==> src/rtl/fetch_unit.sv <==
// Instruction fetch front end: issues word reads to a one-cycle-latency ROM and
// buffers responses in a two-entry FIFO presented to decode, with redirect and fault handling.
module fetch_unit #(
    parameter logic [31:0] RESET_PC   = 32'h0000_0000,
    parameter int          FIFO_DEPTH = 2
) (
    input  logic        CLK,
    input  logic        reset,
    output logic [31:0] mem_addr,
    output logic [2:0]  mem_size,
    output logic        mem_en,
    input  logic [31:0] mem_data,
    input  logic        mem_exception,
    output logic [31:0] instr,
    output logic [31:0] instr_pc,
    output logic        instr_valid,
    input  logic        instr_ready,
    input  logic        redirect,
    input  logic [31:0] redirect_pc,
    output logic        fetch_exception,
    output logic [31:0] exc_pc
);

    typedef enum logic {
        RUN   = 1'b0,
        FAULT = 1'b1
    } state_t;

    typedef struct packed {
        logic [31:0] instr;
        logic [31:0] pc;
    } entry_t;

    localparam logic [2:0] DEPTH = 3'(FIFO_DEPTH);

    state_t      state;
    state_t      state_next;
    logic [31:0] pc;
    logic        inflight;
    logic [31:0] inflight_pc;
    entry_t      head;
    entry_t      tail;
    logic [1:0]  count;

    logic        pop;
    logic        push;
    logic        issue;
    logic        issue_ok;
    logic        fault_issue;
    logic [2:0]  occupancy;
    entry_t      incoming;

    assign pop       = instr_valid & instr_ready;
    assign push      = inflight & ~redirect;
    assign occupancy = {1'b0, count} + {2'b00, inflight};
    assign incoming  = '{instr: mem_data, pc: inflight_pc};

    // NOTE: every variable written here gets a default first, so no path leaves it
    // unassigned and no latch is inferred.
    always_comb begin
        state_next  = state;
        issue       = 1'b0;

        // Slots already claimed (buffered + in flight) minus the one leaving this cycle
        // must leave room for the new response.
        if (reset && state == RUN && !redirect && (occupancy < DEPTH + {2'b00, pop}))
            issue = 1'b1;

        fault_issue = issue & mem_exception;
        issue_ok    = issue & ~mem_exception;

        if (redirect)
            state_next = (redirect_pc[1:0] == 2'b00) ? RUN : FAULT;
        else if (fault_issue)
            state_next = FAULT;
    end

    // NOTE: sequential state uses non-blocking assignments so every register samples
    // pre-edge values regardless of statement order.
    always_ff @(posedge CLK or negedge reset) begin
        if (!reset)
            state <= RUN;
        else
            state <= state_next;
    end

    // NOTE: the FIFO slots are reset as well so instr/instr_pc read zero after reset
    // rather than whatever was last buffered.
    always_ff @(posedge CLK or negedge reset) begin
        if (!reset) begin
            pc          <= RESET_PC;
            inflight    <= 1'b0;
            inflight_pc <= 32'h0;
            head        <= '0;
            tail        <= '0;
            count       <= 2'd0;
            exc_pc      <= 32'h0;
        end else if (redirect) begin
            count    <= 2'd0;
            inflight <= 1'b0;
            if (redirect_pc[1:0] == 2'b00)
                pc <= redirect_pc;
            else
                exc_pc <= redirect_pc;
        end else begin
            inflight <= issue_ok;
            if (issue_ok) begin
                pc          <= pc + 32'd4;
                inflight_pc <= pc;
            end
            if (fault_issue)
                exc_pc <= pc;

            unique case ({push, pop})
                2'b10: begin
                    if (count == 2'd0)
                        head <= incoming;
                    else
                        tail <= incoming;
                    count <= count + 2'd1;
                end
                2'b01: begin
                    head  <= tail;
                    count <= count - 2'd1;
                end
                2'b11: begin
                    if (count == 2'd1) begin
                        head <= incoming;
                    end else begin
                        head <= tail;
                        tail <= incoming;
                    end
                end
                default: ;
            endcase
        end
    end

    assign mem_en          = issue;
    assign mem_addr        = pc;
    assign mem_size        = 3'b010;
    assign instr           = head.instr;
    assign instr_pc        = head.pc;
    assign instr_valid     = (count != 2'd0);
    assign fetch_exception = (state == FAULT);

endmodule

==> config.mk <==
export PLATFORM = sky130hd
export DESIGN_NAME = fetch_unit
export DESIGN_NICKNAME = d
export VERILOG_FILES = /design/src/rtl/fetch_unit.sv
export SDC_FILE = /design/constraint.sdc
export NUM_CORES = 1
export LEC_CHECK = 0
export BUFFER_PORTS_ARGS = -buffer_cell sky130_fd_sc_hd__buf_2
export CAP_MARGIN = 20
export CORE_MARGIN = 2
export CORE_UTILIZATION = 50
export DETAILED_ROUTE_END_ITERATION = 16
export GPL_ROUTABILITY_DRIVEN = 0
export GPL_TIMING_DRIVEN = 0
export PLACE_DENSITY = 0.72
export SLEW_MARGIN = 15
export SYNTH_ARGS = -nofsm -noshare
export SYNTH_HDL_FRONTEND = slang
export SYNTH_SLANG_ARGS = --single-unit
==> constraint.sdc <==
create_clock -name CLK -period 3.35 [get_ports CLK]
set_input_delay 0.67 -clock CLK [delete_from_list [all_inputs] [get_ports CLK]]
set_output_delay 0.67 -clock CLK [all_outputs]
set_load 0.01 [all_outputs]
Yosys cells after proc, flatten, opt, wreduce, memory -nomap -nowiden
Index checks and enable logic that the tools add are counted.

Flip-flop bits (word level): 228. Latch bits: 0. Bits in writable memories: 0. Bits in read-only memories: 0. Input bits: 69. Output and inout bits: 134. Memories kept: 0.

$add $sub $neg: 5. Multipliers: 0. Divide/modulo/power cells: 0. $lt $le $gt $ge: 1. Equality and inequality tests: 9. Shift operators: 0. Muxes and demuxes: 19. Bitwise operators: 7. Reduce and logical (&&, ||, !) cells: 17.

Operator list (number): 2-to-1 mux 64 bit (4); 2-to-1 mux 32 bit (6); case mux 64 bit (3 select lines) (1); case mux 64 bit (2 select lines) (1); adder 32 x 3 -> 32 bit (second input constant) (1); inequality test 2 bit (second input constant) (4); nonzero test 2 bit (4); AND reduction 2 bit (3); nonzero test 3 bit (2); 2-to-1 mux 1 bit (5); AND 1 bit (4); == test 2 x 1 -> 1 bit (second input constant) (2); == test 2 bit (second input constant) (2); logical NOT 2 bit (2); case mux 2 bit (2 select lines) (1); AND reduction 4 bit (1); adder 2 x 1 -> 3 bit (1); adder 2 x 1 -> 3 bit (first input constant) (1); logical AND 1 bit (3); less-than comparator 3 bit (1); NOT 1 bit (3); AND reduction 3 bit (1); adder 2 x 1 -> 2 bit (second input constant) (1); 2-to-1 mux 2 bit (1); other kinds (3) (3).

Longest topological paths before layout
Depth in word-level cells: 9. Mapped depth: 10.

Worst setup path after synthesis
OpenSTA, ideal clock, no wires.

Path type: reg2reg. Start: register count[0]. End: register pc[26] (netlist: mem_addr[26]). Setup time: 135 ps. Arrival: 2308 ps. Required time: 3215 ps. Setup slack: 907 ps. Stages on the path, launching flop included: 11. Buffers on the path: 2. Clock period less this slack: 2443 ps. Path through: dfrtp_1 ha_1 ha_1 or4b_1 a211o_1 inv_2 nor2_1 clkbuf_1 clkbuf_1 nand2_1 o211ai_2.

Word-level cells in the longest chain between the ends: 9. Elaborated cells between the ends (all ways): 10. Classes of those cells: add/sub: 2; order compare: 1; mux: 1; bitwise: 2; reduce/logical: 4.

RTL lines: start: declaration (RTL line 43) `logic [1:0] count;`; start signal: assignment (RTL line 120) `count <= count + 2'd1;`; start signal: assignment (RTL line 124) `count <= count - 2'd1;`; nonzero test 2 bit (RTL line 144) `assign instr_valid = (count != 2'd0);`; AND 1 bit (RTL line 53) `assign pop = instr_valid & instr_ready;`; adder 2 x 1 -> 3 bit (RTL line 66) `if (reset && state == RUN && !redirect && (occupancy < DEPTH + {2'b00, pop}))`; less-than comparator 3 bit (*) (RTL line 66); logical AND 1 bit (*) (RTL line 66); 2-to-1 mux 1 bit (*) (RTL line 66); AND 1 bit (*) (RTL line 70) `issue_ok = issue & ~mem_exception;`; nonzero test 2 bit (no line) (*); AND reduction 2 bit (no line) (*); end signal: assignment (RTL line 102) `pc <= redirect_pc;`; end signal: assignment (RTL line 108) `pc <= pc + 32'd4;`; end: declaration (RTL line 38) `logic [31:0] pc;`.

Every way passes the cells marked *; elsewhere a longest branch is shown, timed or not. A chain may end at the register's enable or synchronous reset.

Worst setup path after layout
Start: input reset. End: register pc[26] (netlist: mem_addr[26]).

Word-level cells in the longest chain between the ends: 7.

RTL lines: start: declaration (RTL line 8) `input logic reset,`; logical AND 1 bit (3 in a row) (RTL line 66); 2-to-1 mux 1 bit (RTL line 66); AND 1 bit (RTL line 70); nonzero test 2 bit (no line); AND reduction 2 bit (no line).

Every way passes these cells.

==> results.py <==
metrics = {
    "clock_tree": {
        "clockBufferDepth": 3,
        "clock-sinks": 228,
        "clk_pin_slew_ns": 0.06,
        "cts_tree": "done",
        "root_buffer": "clkbuf_16",
        "htreeDepth": 1,
        "cts_buffers": 24,
        "clock_latency_ns": 0.52,
    },
    "placed_design": {
        "pre_cts_ws_ns": -0.501,
        "dpl_cell_area_mm2": 0.0116,
        "hpwlAfterDp_um": 18600,
        "portBuffers": 199,
    },
    "critical_path": {
        "crit_chain": "buf_12 -> buf_16 -> or4b_1 -> a211o_1 -> inv_2 -> nor2_1 -> clkbuf_1 -> clkbuf_1 -> nand2_1 -> o211ai_2",
        "worst_ep_arrival_time_ns": 3.44,
        "critical_path.top_delay_family": "buffers and inverters",
        "worstPathRequired_ns": 3.72,
        "critical_path.max_stage_delay_ns": 0.48,
        "start_kind": "input pin",
        "crit_path_end_kind": "flop",
        "crit_buf_inv": 5,
        "crit_type": "input pin to flop",
        "worstPathMaxFanout": 86,
        "slowest_stage": "or4b_1",
        "cpMostUsedCell": "clkbuf_1",
    },
    "layout": {
        "final_common_cell": "dfrtp_1",
        "filler_cell_count": 1712,
        "fin_util_pct": 62.5,
        "multi_input_area_mm2": 0.00420,
        "final_cell_area_mm2": 0.0126,
        "final_cell_mix": "dfrtp_1 (228), buf_2 (201), nand2_1 (147)",
        "diodes": 0,
        "post_route_cells_drive_above_1_share_pct": 26.7,
        "ff_latch_area_mm2": 0.00571,
        "layout.nets": 1279,
        "areaGrowthSynthToFinish_pct": 22.9,
    },
    "timing": {
        "fin_worst_skew_ns": 0.0112,
        "min_period_ns": 3.07,
        "fmax_ghz": 0.326,
        "finalHoldViolCount": 0,
        "drv_slew": 0,
        "maxSlewHeadroom_pct": 28.1,
        "worst_pin_slew_ns": 1.07,
        "setup_ws_ns": 0.282,
        "rsz0062_at_grt": "no",
        "period_share_pct": 91.6,
        "setup_viol": 0,
    },
    "routing": {
        "via_per_inst": 5.47,
        "dr.first_iter.drc_count": 489,
        "wirelength_um": 26500,
        "firstDrtPassIters": 6,
        "ant_nets": 0,
        "vias": 8159,
        "wl_per_cell_um": 17.8,
        "drc": 0,
    },
    "die": {
        "fp.dieArea_mm2": 0.0217,
        "core_area_mm2": 0.0202,
        "core.rowCount": 52,
        "die_y_um": 147,
        "ios": 203,
        "start_util_pct": 50.8,
        "die_x_um": 147,
    },
    "logic_synthesis": {
        "synth_edf_count": 0,
        "synth-seq-cells": 228,
        "ys.flop_type": "dfrtp_1",
        "avgSynthCellArea_um2": 10.5,
        "async_reset_ff_share_pct": 100,
        "syn_area_mm2": 0.0102,
        "synth_cell_types": 54,
        "synthCells": 975,
        "yosysSeqAreaShare_pct": 55.7,
        "yosysWarningCount": 0,
    },
    "min_path": {
        "hold_path.class": "input pin to async pin",
    },
    "pwr": {
        "power_density_mw_per_mm2": 787,
        "power_uw": 9910,
        "leakagePower_uw": 0.00646,
        "peakVddDrop_v": 0.000334,
    },
    "global_route": {
        "grt_max_degree": 86,
        "grt_pass1_vias": 8015,
        "grt_pass1_wl_um": 42200,
        "overflow": 0,
        "grtUsageTotal_pct": 24.1,
        "antenna_found_initial": 2,
    },
    "run": {
        "drv_cap": 0,
    },
    "run_status": {
        "outcome": "completed",
    },
}
==> stage by stage <==
| stage | hold slack [ns] | setup TNS, ns | cells |
|---|---|---|---|
| final | 0.0744 | 0 | 1491 |
| after detailed placement | 0.467 | -12.08 | 1447 |
| after floorplan | 0.374 | 0 | 976 |
| after global routing | 0.103 | 0 | 1491 |
| after CTS | 0.159 | 0 | 1489 |
| after global placement | 0.462 | -837.13 | 1445 |
==> metal layers <==
| layer | global-route usage [%] | routed length [µm] | vias up |
|---|---|---|---|
| met4 | 6.73 | 624 | 4 |
| li1 | - | - | 3874 |
| met3 | 4.47 | 1830 | 48 |
| met5 | 0 | 26 | - |
| met2 | 37.5 | 11800 | 302 |
| met1 | 35.0 | 12200 | 3931 |
==> power by group <==
group	internal, µW	leakage (µW)	switching (µW)
Combinational	1160	0.00312	1570
Sequential	3580	0.00288	581
Clock	1930	0.000452	1090
==> cell type report <==
type | instances | area share (%)
Inverter | 16 | 0.477
Timing Repair Buffer | 203 | 8.70
Buffer | 71 | 2.23
Sequential cell | 228 | 45.3
Clock inverter | 7 | 1.27
Multi-Input combinational cell | 661 | 33.4
Clock buffer | 35 | 5.98
Tap cell | 270 | 2.68
==> Yosys cell counts (all sizes together) (4+ instances only) <==
cell type    n  share of area [%]
nand4       13               0.94
o31a         4               0.34
buf         14               0.66
a2bb2oi      4               0.34
and2         5               0.31
nor2        85                3.1
o31ai       12               0.88
nand2      147                5.4
a21boi       5               0.37
dfrtp      228                 56
o211ai       6               0.54
a22oi        6               0.44
nand3        6               0.29
o21ai       60                2.9
inv         16               0.59
nor3         5               0.24
o22ai        5               0.31
mux2i       90                8.8
a32oi        6               0.51
a21oi       90                4.4
mux2        64                7.0
clkbuf      57                2.1
and4         4               0.34
ha           5               0.61
==> sequential cells by signal, indices dropped and copies added (netlist names) <==
| name | count |
|---|---|
| tail | 64 |
| exc_pc | 32 |
| inflight_pc | 32 |
| instr | 32 |
| instr_pc | 32 |
| mem_addr | 32 |
| count | 2 |
| fetch_exception | 1 |
| inflight | 1 |
==> kinds of logic (layout without fill, tap and decap cells) <==
group	after synthesis	count (layout)	share of synthesized area [%]
simple gates	285	285	12.1
xor+xnor	2	2	0.171
compound gates	212	212	12.2
buf+inv	87	332	3.33
flops	228	228	55.7
other cells	2	3	0.0733
mux	154	154	15.8
fa+ha+maj	5	5	0.611
==> final timing paths <==
kind,slack (ns),start,depth (start not counted),endpoint
setup / recovery,0.28,reset,10,mem_addr[26]$_DFFE_PN0P_
hold / removal,0.07,reset,1,instr[10]$_DFFE_PN0P_
setup reg to reg,0.28,count[0]$_DFFE_PN0P_,10,mem_addr[26]$_DFFE_PN0P_
hold reg to reg,0.48,exc_pc[2]$_DFFE_PN0P_,2,exc_pc[2]$_DFFE_PN0P_
max in group asynchronous,2.30,reset,3,instr_pc[18]$_DFFE_PN0P_
min in group CLK,0.40,mem_data[30],2,tail[62]$_DFFE_PN0P_
==> timing repair <==
| item | 4_1_cts | 5_1_grt |
|---|---|---|
| resized for setup | 0 | 1 |
| hold endpoints to repair | 0 | 0 |
| setup buffers | 0 | 0 |
| setup endpoints to repair | 0 | 7 |
| hold buffers | 0 | 0 |
No activity file was read; power rests on OpenSTA's default activity.
